### config.mk
export PLATFORM = sky130hd
export DESIGN_NAME = voice_envelope_mixer_flat
export DESIGN_NICKNAME = d
export VERILOG_FILES = /design/src/rtl/voice_envelope_mixer_if.sv /design/src/rtl/voice_envelope_mixer.sv /design/src/flat_wrapper.sv
export SDC_FILE = /design/constraint.sdc
export NUM_CORES = 1
export LEC_CHECK = 0
export BUFFER_PORTS_ARGS = -buffer_cell sky130_fd_sc_hd__buf_2
export CORE_MARGIN = 5
export CORE_UTILIZATION = 60
export DETAILED_ROUTE_END_ITERATION = 12
export GPL_TIMING_DRIVEN = 1
export PLACE_DENSITY = 0.78
export SYNTH_ARGS = -nofsm -noshare
export SYNTH_HDL_FRONTEND = slang
export SYNTH_SLANG_ARGS = --single-unit
### constraint.sdc
create_clock -name clk -period 9 [get_ports clk]
set_input_delay 1.35 -clock clk [delete_from_list [all_inputs] [get_ports clk]]
set_output_delay 1.35 -clock clk [all_outputs]
set_load 0.02 [all_outputs]
### src/rtl/voice_envelope_mixer_if.sv
// Voice envelope mixer bus: voice/key inputs and mixed output plus debug levels.
interface voice_envelope_mixer_if;
  logic [3:0] gen;
  logic [3:0] button;
  logic [7:0] dac;
  logic [3:0] active;
  logic [7:0] env0;
  logic [7:0] env1;
  logic [7:0] env2;
  logic [7:0] env3;

  // Stimulus side: drives voices and keys, observes the mixer.
  modport master (
    output gen, button,
    input  dac, active, env0, env1, env2, env3
  );

  // Mixer side.
  modport slave (
    input  gen, button,
    output dac, active, env0, env1, env2, env3
  );
endinterface

### src/rtl/voice_envelope_mixer.sv
// Four-voice envelope mixer: debounced keys drive per-voice attack/release
// envelopes that scale the square-wave voices into a saturated 8-bit DAC level.
module voice_envelope_mixer #(
  parameter int         STEP_DIV   = 50000,
  parameter int         DEB_CYCLES = 500000,
  parameter int         ATK_STEP   = 8,
  parameter int         REL_STEP   = 4,
  parameter logic [7:0] W0         = 8'd16,
  parameter logic [7:0] W1         = 8'd32,
  parameter logic [7:0] W2         = 8'd64,
  parameter logic [7:0] W3         = 8'd128
) (
  input logic                   clk,
  input logic                   rst,
  voice_envelope_mixer_if.slave bus
);

  localparam int              TW        = $clog2(STEP_DIV);
  localparam int              DW        = $clog2(DEB_CYCLES + 1);
  localparam logic [TW-1:0]   TICK_LAST = TW'(STEP_DIV - 1);
  localparam logic [DW-1:0]   DEB_LAST  = DW'(DEB_CYCLES - 1);
  localparam logic [8:0]      ATK9      = 9'(ATK_STEP);
  localparam logic [8:0]      REL9      = 9'(REL_STEP);
  localparam logic [7:0]      WEIGHT [4] = '{W0, W1, W2, W3};

  typedef enum logic [1:0] {IDLE, ATTACK, SUSTAIN, RELEASE} env_state_t;

  logic [3:0]    sync1, sync2, key_db;
  logic [DW-1:0] deb_cnt [4];
  logic [TW-1:0] tick_cnt;
  logic          tick;
  env_state_t    state [4];
  logic [7:0]    env [4];
  logic [7:0]    env_up [4];
  logic [7:0]    env_dn [4];
  logic [7:0]    scaled [4];
  logic [3:0]    active;
  logic [7:0]    contrib [4];
  logic [9:0]    mix_sum;
  logic [7:0]    dac;

  // Two-flop synchronizer for the asynchronous key inputs.
  always_ff @(posedge clk) begin
    if (rst) begin
      sync1 <= '0;
      sync2 <= '0;
    end else begin
      // NOTE: non-blocking so sync2 captures last cycle's sync1, giving two real stages.
      sync1 <= bus.button;
      sync2 <= sync1;
    end
  end

  // Debouncer: accept a new key level only after DEB_CYCLES consecutive disagreeing cycles.
  always_ff @(posedge clk) begin
    if (rst) begin
      key_db <= '0;
      for (int i = 0; i < 4; i++) deb_cnt[i] <= '0;
    end else begin
      for (int i = 0; i < 4; i++) begin
        if (sync2[i] != key_db[i]) begin
          if (deb_cnt[i] == DEB_LAST) begin
            key_db[i]  <= sync2[i];
            deb_cnt[i] <= '0;
          end else begin
            deb_cnt[i] <= deb_cnt[i] + DW'(1);
          end
        end else begin
          deb_cnt[i] <= '0;
        end
      end
    end
  end

  // Free-running envelope tick divider.
  always_ff @(posedge clk) begin
    if (rst)       tick_cnt <= '0;
    else if (tick) tick_cnt <= '0;
    else           tick_cnt <= tick_cnt + TW'(1);
  end

  assign tick = (tick_cnt == TICK_LAST);

  // Clamped 9-bit step arithmetic and weight scaling for each voice.
  always_comb begin
    logic [8:0] sum9;
    logic [8:0] dif9;
    // NOTE: every variable gets a value on every path so no latch is inferred.
    sum9 = '0;
    dif9 = '0;
    for (int i = 0; i < 4; i++) begin
      sum9      = {1'b0, env[i]} + ATK9;
      dif9      = {1'b0, env[i]} - REL9;
      env_up[i] = sum9[8] ? 8'hFF : sum9[7:0];
      env_dn[i] = dif9[8] ? 8'h00 : dif9[7:0];
      scaled[i] = 8'((16'(WEIGHT[i]) * 16'(env[i])) >> 8);
    end
  end

  // Per-voice envelope FSM; level moves only on tick, key transitions every cycle.
  always_ff @(posedge clk) begin
    if (rst) begin
      // NOTE: state/env arrays are plain flops (not RAM), so resetting them all is legitimate.
      active <= '0;
      for (int i = 0; i < 4; i++) begin
        state[i] <= IDLE;
        env[i]   <= '0;
      end
    end else begin
      for (int i = 0; i < 4; i++) begin
        case (state[i])
          IDLE: begin
            env[i]    <= '0;
            active[i] <= key_db[i];
            if (key_db[i]) state[i] <= ATTACK;
          end
          ATTACK: begin
            active[i] <= 1'b1;
            if (tick) env[i] <= env_up[i];
            if (!key_db[i])                       state[i] <= RELEASE;
            else if (tick && env_up[i] == 8'hFF)  state[i] <= SUSTAIN;
          end
          SUSTAIN: begin
            active[i] <= 1'b1;
            env[i]    <= 8'hFF;
            if (!key_db[i]) state[i] <= RELEASE;
          end
          default: begin  // RELEASE
            if (tick) env[i] <= env_dn[i];
            if (key_db[i]) begin
              state[i]  <= ATTACK;
              active[i] <= 1'b1;
            end else if (tick && env_dn[i] == 8'h00) begin
              state[i]  <= IDLE;
              active[i] <= 1'b0;
            end else begin
              active[i] <= 1'b1;
            end
          end
        endcase
      end
    end
  end

  // Mix stage 1: gate each scaled envelope with its square-wave voice.
  always_ff @(posedge clk) begin
    if (rst) begin
      for (int i = 0; i < 4; i++) contrib[i] <= '0;
    end else begin
      for (int i = 0; i < 4; i++) contrib[i] <= bus.gen[i] ? scaled[i] : 8'h00;
    end
  end

  assign mix_sum = 10'(contrib[0]) + 10'(contrib[1]) + 10'(contrib[2]) + 10'(contrib[3]);

  // Mix stage 2: saturating sum into the DAC register.
  always_ff @(posedge clk) begin
    if (rst) dac <= '0;
    else     dac <= (mix_sum > 10'd255) ? 8'hFF : mix_sum[7:0];
  end

  assign bus.dac    = dac;
  assign bus.active = active;
  assign bus.env0   = env[0];
  assign bus.env1   = env[1];
  assign bus.env2   = env[2];
  assign bus.env3   = env[3];

endmodule

### src/flat_wrapper.sv
// flat-port wrapper written by rule: the top's interface ports become plain ports
module voice_envelope_mixer_flat 
#(
  parameter int         STEP_DIV   = 50000,
  parameter int         DEB_CYCLES = 500000,
  parameter int         ATK_STEP   = 8,
  parameter int         REL_STEP   = 4,
  parameter logic [7:0] W0         = 8'd16,
  parameter logic [7:0] W1         = 8'd32,
  parameter logic [7:0] W2         = 8'd64,
  parameter logic [7:0] W3         = 8'd128
)
  (clk, rst, bus_gen, bus_button, bus_dac, bus_active, bus_env0, bus_env1, bus_env2, bus_env3);
  voice_envelope_mixer_if bus_i ();
  input logic clk;
  input logic rst;
  input wire logic [$bits(bus_i.gen)-1:0] bus_gen;
  input wire logic [$bits(bus_i.button)-1:0] bus_button;
  output wire logic [$bits(bus_i.dac)-1:0] bus_dac;
  output wire logic [$bits(bus_i.active)-1:0] bus_active;
  output wire logic [$bits(bus_i.env0)-1:0] bus_env0;
  output wire logic [$bits(bus_i.env1)-1:0] bus_env1;
  output wire logic [$bits(bus_i.env2)-1:0] bus_env2;
  output wire logic [$bits(bus_i.env3)-1:0] bus_env3;
  assign bus_i.gen = bus_gen;
  assign bus_i.button = bus_button;
  assign bus_dac = bus_i.dac;
  assign bus_active = bus_i.active;
  assign bus_env0 = bus_i.env0;
  assign bus_env1 = bus_i.env1;
  assign bus_env2 = bus_i.env2;
  assign bus_env3 = bus_i.env3;
  voice_envelope_mixer #(.STEP_DIV(STEP_DIV), .DEB_CYCLES(DEB_CYCLES), .ATK_STEP(ATK_STEP), .REL_STEP(REL_STEP), .W0(W0), .W1(W1), .W2(W2), .W3(W3)) u_core (.clk(clk), .rst(rst), .bus(bus_i));
endmodule
[Word level (Yosys, flattened, before mapping)]
Memory sizes are Yosys's and may differ from the RTL's.
Cells that the tools add are included.
Word-level totals
  RAM bits: 144
  memories: 4
  flip-flop bits (word level): 40
  output and inout bits: 44
  word-level logic and storage cells: 409
Memory list
  u_core.deb_cnt: words 4, bits a word 19, read ports 4, clocked after memory_dff 0, wr ports 4, RTL line voice_envelope_mixer.sv:29  | logic [DW-1:0] deb_cnt [4];
  u_core.env: words 4, bits a word 8, read ports 4, clocked after memory_dff 0, wr ports 4, RTL line voice_envelope_mixer.sv:33  | logic [7:0] env [4];
  u_core.contrib: words 4, bits a word 7, read ports 4, clocked after memory_dff 0, wr ports 4, RTL line voice_envelope_mixer.sv:38  | logic [7:0] contrib [4];
  u_core.state: words 4, bits a word 2, read ports 4, clocked after memory_dff 0, wr ports 4, RTL line voice_envelope_mixer.sv:32  | env_state_t state [4];
Operators by class
  reduce and logical (&&, ||, !) cells: 29
  equal/unequal tests: 21
  muxes and demuxes: 273
  order comparisons: 1
  bitwise operators: 56
  add/subtract/negate cells: 16
Operators with widths (number)
  two-way mux 19 bit: 12
  two-way mux 1 bit: 200
  two-way mux 8 bit: 25
  adder 19 x 1 -> 19 bit, second input constant: 4
  equality test 19 bit, second input constant: 4
  bitwise OR 1 bit: 56
  two-way mux 2 bit: 24
  adder 8 x 4 -> 9 bit, second input constant: 4
  subtractor 8 x 3 -> 9 bit, second input constant: 4
  two-way mux 7 bit: 5
  equality test 8 bit, second input constant: 4
  logical NOT 8 bit: 4
  adder 10 x 8 -> 10 bit: 2
  adder 16 x 1 -> 16 bit, second input constant: 1
  equality test 16 bit, second input constant: 1
  OR reduction 3 bit: 4
  > comparator 10 x 8 -> 1 bit, second input constant: 1
  OR reduction 2 bit: 5
  adder 8 x 8 -> 9 bit: 1
  equality test 2 x 1 -> 1 bit, second input constant: 4
  equality test 2 bit, second input constant: 4
  logical AND 1 bit: 8
  logical NOT 2 bit: 4
  case mux 1 bit (2 select lines): 4
  5 further kinds: 11

[Depth between registers and ports, before layout]
Gate-level depths: netlist of run 1.
An unclocked memory read counts as a cell.
  depth after elaboration: 14
  gate-level depth with buffers: 13
  mapped depth without buffers: 13

[Worst setup path before layout of run 1]
OpenSTA, ideal clock, no wires.
  path kind: in2reg
  from: in rst
  to: mem u_core.env[2][0], enable pin
  stages on the path: 6
  setup time: 329 ps
  arrival time: 2717 ps
  setup slack: 5954 ps
  data required time: 8671 ps
  cell sequence: buf_2 > clkbuf_1 > clkbuf_1 > clkbuf_1 > nor2_1 > nand2_1
RTL lines
  start, declared: RTL line flat_wrapper.sv:16  | input logic rst;
  end, declared: RTL line voice_envelope_mixer.sv:33

==> metrics, run 1 <==
outcome finished clean; pwr/cell area between 150 and 200 nW/µm²; 1st-iter DRT viols around 470; CP max-delay cell nor4_4; Resize count post-CTS 0; first-pass GRT wire length roughly 36000 µm; Crit Path Max Fanout 26; sequential-to-total area share from yosys stat 44.3%; worst hold path class reg -> reg; Worst Path Buf+Inv 2; Die H between 100 and 150 µm; Clk Latency, worst-skew pair between 400 and 500 ps; WHS Path Cells 1; Total Routing Usage GR between 20 and 25%; Crit path max-delay family simple AND/OR/NAND/NOR gates; Die Area slightly above 20000 µm²; Worst Skew around 11 ps; Final HPWL DP 15800 µm; Post-synth EDFFs roughly 120; starting density of the core approximately three fifths; number of I/O port buffers between 50 and 60; Hold Path Sink u_core.sync2[0]; Hold Vio Cnt, Final 0; share of layout cells above drive strength 1 roughly 8.7%; clock sink total about 180; H-tree level count 4; Warnings, synthesis 0; placed cell count about 1400; CTS Buf Count 17; Setup CP Type in -> reg; hold wc startpoint u_core.sync1[0]; setup TNS 0 ps; crit end category flip-flop; worst hold margin 450 ps; Final ANT Viol Nets 0; GR Overflow Total 0; R2R cell count 11; I/O pin count 54; routed len/inst 14.8 µm; CP required roughly 9300 ps; area grow syn2layout 11.2%; DR vias approximately 8100; Layout Nets 1291; fin cells 1460; Max Clk Rate around 300 MHz; num rows 48; initial antenna violation count 0; CP arrival roughly 3600 ps; ys async rst share 0%; Root Driver clkbuf_16; CTS Hold Bufs 0; Yosys top cell by area edfxtp_1; drt first pass iters 5; crit path launch type input port; RSZ-0062 raised after global routing false; crit-path cells buf_2 -> buf_4 -> or4_1 -> nor4_4 -> o2111ai_1 -> or3_1 -> a21oi_1; Post-Syn Area per Cell between 9 and 10 µm²; maximum VDD drop roughly 0.16 mV; worst slew pin tran 1170 ps; Seq cells post-synth approximately 180; Core Region between 15000 and 20000 µm²; Synth top area share 32.7%; worst setup margin 5640 ps; final wirelength 21600 µm; Slew Limit Fails 0; Synth Instances approximately 1100; clock transition at the registers of the reported paths ~70 ps; Placer Congestion ~0.9; Period minus WS final 3360 ps; Avg Vias per Cell between 5 and 6; die width between 100 and 150 µm; worst slack, placed 5240 ps; r2r setup slk 5880 ps; synth unique cells 69; Synth Flop Type edfxtp_1; largest cells by area after synthesis edfxtp_1 33%, dfxtp_1 12%, ha_1 6.0%; DRC errors left 0; number of max-cap violations 0; pin count of the biggest net entering global routing 36; r2r startpoint u_core.contrib[1][0]; CTS max path bufs 2; Setup Viol. Count Final 0; slew margin rel. 20.9%; CP peak stage delay 570 ps; CTS tree done; leakage power 4.53 nW; # diodes 0; Mapped Area approximately 11000 µm²; vias in the first global route a little under 8000; Final Cycle Share a little under two fifths; Post-CTS Setup Bufs 0; reg-to-reg endpoint u_core.bus.dac[6]
[cell type report]
type,count,area [µm²]
Clock buffer,20,447
Clock inverter,12,66.3
Fill cell,1374,5510
Inverter,66,248
Multi-Input combinational cell,902,5790
Sequential cell,178,4720
Tap cell,225,282
Timing Repair Buffer,57,295
[power breakdown]
group / switching (mW) / total, mW / internal [mW]
logic: 0.347 / 0.579 / 0.232
clock network: 0.301 / 0.656 / 0.355
registers: 0.125 / 1.09 / 0.966
total: 0.773 / 2.33 / 1.55
[cells in the final DEF, fill, tap and decap left out, drive strengths merged, types with 6 or more instances in the layout]
master and instances:
nor2 159, edfxtp 116, conb 76, inv 67, dfxtp 62, nand2 58
buf 57, xnor2 56, nand3 53, ha 51, xor2 45, a21oi 44
o21ai 39, nor3 35, nor2b 30, and2 27, nand4 25, clkbuf 20
and3 15, or3 14, a31oi 13, a211oi 12, nor4 12, o21a 11
clkinv 11, mux2i 10, and4 10, a21boi 10, nor4b 9, fa 8
nand2b 7, or4 6
[worst register-to-register path, cell delays in order (launching register included)]
cell and delay [ps]:
dfxtp_1 300, ha_1 220, fa_1 410, xnor2_1 160, fa_1 530, inv_1 60
ha_1 300, a21o_1 180, a21oi_1 200, o21ai_0 120, a21oi_1 170, mux2_2 350
[cells in the mapped netlist, types with 12 or more instances]
master,instances
nor3_1,33
xor2_1,45
xnor2_1,56
dfxtp_1,62
ha_1,51
and3_1,15
a31oi_1,13
and2_1,27
nor2b_1,30
nand2_1,58
o21ai_0,39
nand3_1,52
nand4_1,24
a211oi_1,12
edfxtp_1,116
or3_1,14
a21oi_1,44
nor2_1,159
inv_1,66
clkbuf_1,38
[how the worst max path moves through the flow]
stage	from	end	slack, ps	cells past startpoint
4_1_cts	rst	u_core.state[0][1]	5670	7
6_report	rst	u_core.state[0][1]	5640	7
3_3_place_gp	rst	u_core.state[0][0]	5300	7
2_1_floorplan	rst	u_core.env[2][0]	5950	6
5_1_grt	rst	u_core.state[0][1]	5490	7
3_5_place_dp	rst	u_core.state[0][1]	5240	7
[logic make-up (layout without fill, tap and decap cells)]
logic type	count (synthesis)	in the layout	synth area share (%)
fa+ha+maj	59	59	7.49
simple gates	481	481	24.0
mux	14	14	1.36
other cells	1	76	0.0352
compound gates	171	171	10.5
xor+xnor	101	101	8.30
buf+inv	111	155	4.01
flops	178	178	44.3
[registers in the layout, summed over array words and instances, names as in the netlist, 8 cells and up]
signal and cells:
u_core.bus.dac 8, u_core.contrib 22, u_core.deb_cnt 76, u_core.env 32, u_core.state 8, u_core.tick_cnt 16
[layer usage]
metal	track usage, %	share of wire (%)	wire [µm]
met3	4.56	5.6	1220
met1	29.2	44	9580
met4	5.05	0.99	213
met2	36.5	49	10600
met5	0	0	0
[metrics by stage]
stage / total power [mW] / utilization (%) / area, µm²
6_report: 2.33 / 68.3 / 11900
5_1_grt: 2.45 / 68.3 / 11900
4_1_cts: 2.33 / 68.3 / 11900
3_5_place_dp: 1.68 / 65.3 / 11300
3_3_place_gp: 1.67 / 65.3 / 11300
2_1_floorplan: 1.51 / - / 10900
No activity file was read; power rests on OpenSTA's default activity.
==> run 2: changes to the inputs <==
- clock period: 9 -> 3.22 ns (I/O delays scaled with it)
==> run 2 against run 1 <==
Clock power rose to 3.4 times the previous value. Design area rose by 1.8%. Total power rose to 3.0 times the previous value. Setup slack got worse by 5500 ps. Critical path type is now reg -> reg. Highest routed layer unchanged.
==> metrics, run 2 (synthesized netlist as in run 1, its figures left out) <==
Final ANT Viol Nets 0 (unchanged); maximum VDD drop 0.431 mV (+170%); worst setup margin 149 ps (-5490 ps); CTS Hold Bufs 0 (unchanged); Top Metal Used met4; die width 143 µm (unchanged); wire length on met1 9760 µm (+1.8%); vias in the first global route 7823 (+0.31%); Largest Register u_core.deb_cnt; Slew Limit Fails 0 (unchanged); Largest register FFs 76 (unchanged); setup TNS 0 ps (unchanged); share of layout cells above drive strength 1 9.96% (+1.2 points); Root Driver clkbuf_16; WL met2 10600 µm (+0.43%); R2R cell count 11 (unchanged); Worst Skew 10.2 ps (-0.498 ps); worst hold path class in -> reg; hold wc startpoint bus_button[2]; WHS Path Cells 2 (+1); r2r setup slk 150 ps (-5730 ps); RSZ-0062 raised after global routing false; I/O pin count 54 (unchanged); biggest regs u_core.deb_cnt x76, u_core.env x32, u_core.contrib x22; worst slack, placed 91.7 ps (-5150 ps); DRC errors left 0 (unchanged); crit end category flip-flop; GR Overflow Total 0 (unchanged); CP arrival 3380 ps (-260 ps); pwr/cell area 574 nW/µm² (+190%); Die Area 20500 µm² (unchanged); most frequent cells in the layout 159 x nor2_1, 116 x edfxtp_1, 76 x conb_1; reg-to-reg endpoint u_core.bus.dac[6]; Final Cycle Share between 90% and 100%; Avg Vias per Cell 5.55 (-0.50%); clock sink total 178 (unchanged); CTS tree done; Max Clk Rate between 300 and 400 MHz; Final HPWL DP 15900 µm (+0.58%); area grow syn2layout 13.2%; routed len/inst 14.9 µm (+0.55%); first-pass GRT wire length 37000 µm (+1.7%); Placer Congestion 0.924 (+0.36%); outcome finished clean; final wirelength 21900 µm (+1.2%); crit path launch type flip-flop; slew margin rel. 51.3% (+30 points); Die H 143 µm (unchanged); starting density of the core 61.4% (unchanged); Layout Nets 1301 (+0.77%); CP required 3530 ps (-5740 ps); r2r startpoint u_core.contrib[1][0]; CTS max path bufs 2 (unchanged); Post-CTS Setup Bufs 0 (unchanged); Crit Path Max Fanout 2 (-92%); Fill cells 1373 (-0.073%); Detail Route met3 WL 1090 µm (-10%); Setup Viol. Count Final 0 (unchanged); drt first pass iters 5 (unchanged); Hold Path Sink u_core.sync1[2]; fin util 69.5% (+1.3 points); num rows 48 (unchanged); Clk Latency, worst-skew pair 430 ps (about the same); pin count of the biggest net entering global routing 60 (+67%); DR vias 8152 (+0.18%); Resize count post-CTS 0 (unchanged); Hold Vio Cnt, Final 0 (unchanged); Setup CP Type reg -> reg; initial antenna violation count 0 (unchanged); leakage power 4.64 nW (+2.3%); # diodes 0 (unchanged); number of max-cap violations 0 (unchanged); most common cell after layout, fill and taps aside nor2_1; Core Region 17400 µm² (unchanged); clock transition at the registers of the reported paths 70 ps (about the same); 1st-iter DRT viols 505 (+6.5%); Total Routing Usage GR 22.1% (+0.41 points); number of I/O port buffers 53 (unchanged); CTS Buf Count 17 (unchanged); H-tree level count 4 (unchanged); worst slew pin tran 723 ps (-450 ps); Period minus WS final roughly 3100 ps
==> run 2: where the power goes <==
| group | internal (mW) | switching (mW) | total, mW |
|---|---|---|---|
| Clock | 1.37 | 0.858 | 2.23 |
| Sequential | 2.70 | 0.318 | 3.02 |
| Combinational | 0.669 | 1.01 | 1.68 |
==> run 2: routing by layer <==
layer | vias up | GRT usage [%]
li1 | 4113 | -
met1 | 3793 | 29.8
met2 | 215 | 36.7
met3 | 31 | 3.69
met4 | 0 | 7.33
met5 | - | 0
==> run 2: worst max-delay path by stage <==
stage | from | slack (ps) | end | depth (start not counted)
global route | u_core.contrib[1][0] | 10 | u_core.bus.dac[6] | 12
floorplan | u_core.contrib[1][0] | 300 | u_core.bus.dac[6] | 11
finish | u_core.contrib[1][0] | 150 | u_core.bus.dac[6] | 11
CTS | u_core.contrib[1][0] | 70 | u_core.bus.dac[6] | 11
detailed placement | u_core.contrib[1][0] | 90 | u_core.bus.dac[6] | 11
global placement | u_core.contrib[1][0] | 210 | u_core.bus.dac[6] | 11
==> run 2: worst max-delay path, cell delays in order, from the launching register on <==
cell and delay [ps]:
dfxtp_1 300, ha_1 220, fa_1 420, xnor2_1 160, fa_1 530, inv_1 60, ha_1 290, a21o_1 190
a21oi_2 180, o21ai_0 100, a21oi_1 160, mux2_2 360
==> run 2: final cells by class <==
cell class	count	area [µm²]	area share, %
multi-input cells	902	5790	48.0
clock buffers	18	429	3.56
repair buffers	67	383	3.17
flip-flops and latches	178	4720	39.1
clock inverters	14	210	1.74
inverters	66	248	2.05
well taps	225	282	2.33
==> run 2: per-stage QoR <==
step	area, µm²	instances	total power [mW]	hold WS (ps)
CTS	12100	1470	6.94	248
finish	12100	1470	6.92	264
global placement	11400	1438	4.67	432
detailed placement	11400	1438	4.71	428
global route	12100	1470	7.28	264
floorplan	10900	1191	4.22	414
==> run 3: changes to the inputs <==
- CORE_ASPECT_RATIO: default -> 0.75
- RECOVER_POWER: default -> 50
==> run 3 against run 2 <==
Setup slack got worse by 82 ps. Die area increased by 0.13%. Sequential cell count unchanged. Clock skew decreased by 1.3 ps. Utilization is 1.6 points lower. Critical endpoint unchanged. Highest routed layer unchanged.
==> metrics, run 3 (synthesized netlist as in run 1, its figures left out) <==
clock sink total 178 (unchanged); Max Clk Rate 317 MHz (-2.6%); fin cells 1481 (+0.75%); number of max-cap violations 0 (unchanged); CTS max path bufs 2 (unchanged); crit end category flip-flop; pwr/cell area 568 nW/µm² (-0.97%); Slew Limit Fails 0 (unchanged); routed len/inst 15.1 µm (+1.5%); area grow syn2layout 11.9%; Core Region 17600 µm² (+1.1%); 1st-iter DRT viols 744 (+47%); Layout Nets 1295 (-0.46%); Crit path max-delay family adder cells; DRC errors left 0 (unchanged); Avg Vias per Cell 5.66 (+2.0%); GR Overflow Total 0 (unchanged); outcome finished clean; CTS Buf Count 17 (unchanged); share of layout cells above drive strength 1 5.89% (-4.1 points); vias in the first global route 7682 (-1.8%); placed cell count 1449 (+0.76%); Detail Route met3 WL 1580 µm (+44%); Period minus WS final 3150 ps (+82.2 ps); CP peak stage delay 550 ps (+20 ps); register area 4720 µm² (unchanged); Worst Skew 8.92 ps (-1.32 ps); CP required 3540 ps (about the same); Setup CP Type reg -> reg; clock transition at the registers of the reported paths 70 ps (about the same); CP arrival 3470 ps (+90 ps); pin count of the biggest net entering global routing 59 (-1.7%); Top Metal Used met4; number of I/O port buffers 53 (unchanged); Total Routing Usage GR 22.0% (-0.15 points); Hold Vio Cnt, Final 0 (unchanged); crit-path cells ha_1 -> fa_1 -> xnor2_1 -> fa_1 -> inv_1 -> ha_1 -> a21o_1 -> a21oi_2 -> o21ai_0 -> a21oi_1 -> mux2_2; crit path launch type flip-flop; slew margin rel. 10.2% (-41 points); Setup Viol. Count Final 0 (unchanged); biggest regs u_core.deb_cnt x76, u_core.env x32, u_core.contrib x22; setup TNS 0 ps (unchanged); die width 164 µm (+14%); Largest Register u_core.deb_cnt; Crit Path Max Fanout 2 (unchanged); Power Total 6.78 mW (-2.1%); Final ANT Viol Nets 0 (unchanged); starting density of the core 60.7% (-0.68 points); wire length on met1 10400 µm (+6.4%); Post-CTS Setup Bufs 0 (unchanged); most frequent cells in the layout 159 x nor2_1, 116 x edfxtp_1, 76 x conb_1; num rows 42 (-13%); first-pass GRT wire length 37100 µm (+0.24%); CP max-delay cell fa_1; Die Area 20600 µm² (+0.13%); area occupied by multi-input gates 5790 µm² (-0.11%); I/O pin count 54 (unchanged); drt first pass iters 7 (+2); leakage power 4.40 nW (-5.2%); CTS tree done; H-tree level count 4 (unchanged); WL met2 9980 µm (-6.0%); worst hold path class in -> reg; Largest register FFs 76 (unchanged); Final HPWL DP 16200 µm (+1.8%); Root Driver clkbuf_16; Die H 125 µm (-12%); Final Cycle Share 97.9% (+2.6 points); CTS Hold Bufs 0 (unchanged); Worst Path Buf+Inv 1 (unchanged); final wirelength 22300 µm (+2.3%); maximum VDD drop 0.411 mV (-4.6%); DR vias 8376 (+2.7%); Fill cells 1420 (+3.4%); Clk Latency, worst-skew pair 430 ps (about the same); Resize count post-CTS 0 (unchanged); most common cell after layout, fill and taps aside nor2_1; initial antenna violation count 0 (unchanged); # diodes 0 (unchanged); worst slew pin tran 1350 ps (+624 ps); Placer Congestion 0.936 (+1.3%)
[run 3: cell types whose count changed in the layout (fill, tap and decap cells not counted), sizes merged]
cell	change
clkinv	-1
inv	+4
bufinv	-2
buf	-53
clkinvlp	-1
clkbuf	+47
[run 3: final timing paths]
kind / slack [ps] / end / start / cells after the start
max: 70 / u_core.bus.dac[6] / u_core.contrib[1][0] / 11
min reg2reg: 430 / u_core.sync2[3] / u_core.sync1[3] / 1
max reg2reg: 70 / u_core.bus.dac[6] / u_core.contrib[1][0] / 11
min: 270 / u_core.sync1[0] / bus_button[0] / 2
[run 3: final cells by class]
type / count / area share, %
inverters: 66 / 2.08
repair buffers: 61 / 2.18
clock buffers: 18 / 3.60
clock inverters: 14 / 1.49
well taps: 242 / 2.54
flip-flops and latches: 178 / 39.6
multi-input cells: 902 / 48.5
[run 3: stage by stage]
step	instance area [µm²]	worst slack [ps]	hold slack [ps]	utilization (%)
after floorplan	10900	304	414	-
after global placement	11400	216	417	64.9
after detailed placement	11400	85.6	422	64.9
after CTS	12000	68.8	257	68.3
after global routing	11900	-31.9	275	68.0
final	11900	67.1	266	68.0
[run 3: layer usage]
layer | global-route usage (%) | up-vias
met5 | 0 | -
met4 | 6.26 | 0
met3 | 4.90 | 35
met2 | 33.0 | 307
met1 | 32.2 | 3936
li1 | - | 4098
[run 3: power breakdown]
group / internal [mW] / total [mW] / switching [mW]
registers: 2.70 / 3.04 / 0.340
clock network: 1.23 / 2.14 / 0.907
logic: 0.615 / 1.60 / 0.982
total: 4.55 / 6.78 / 2.23
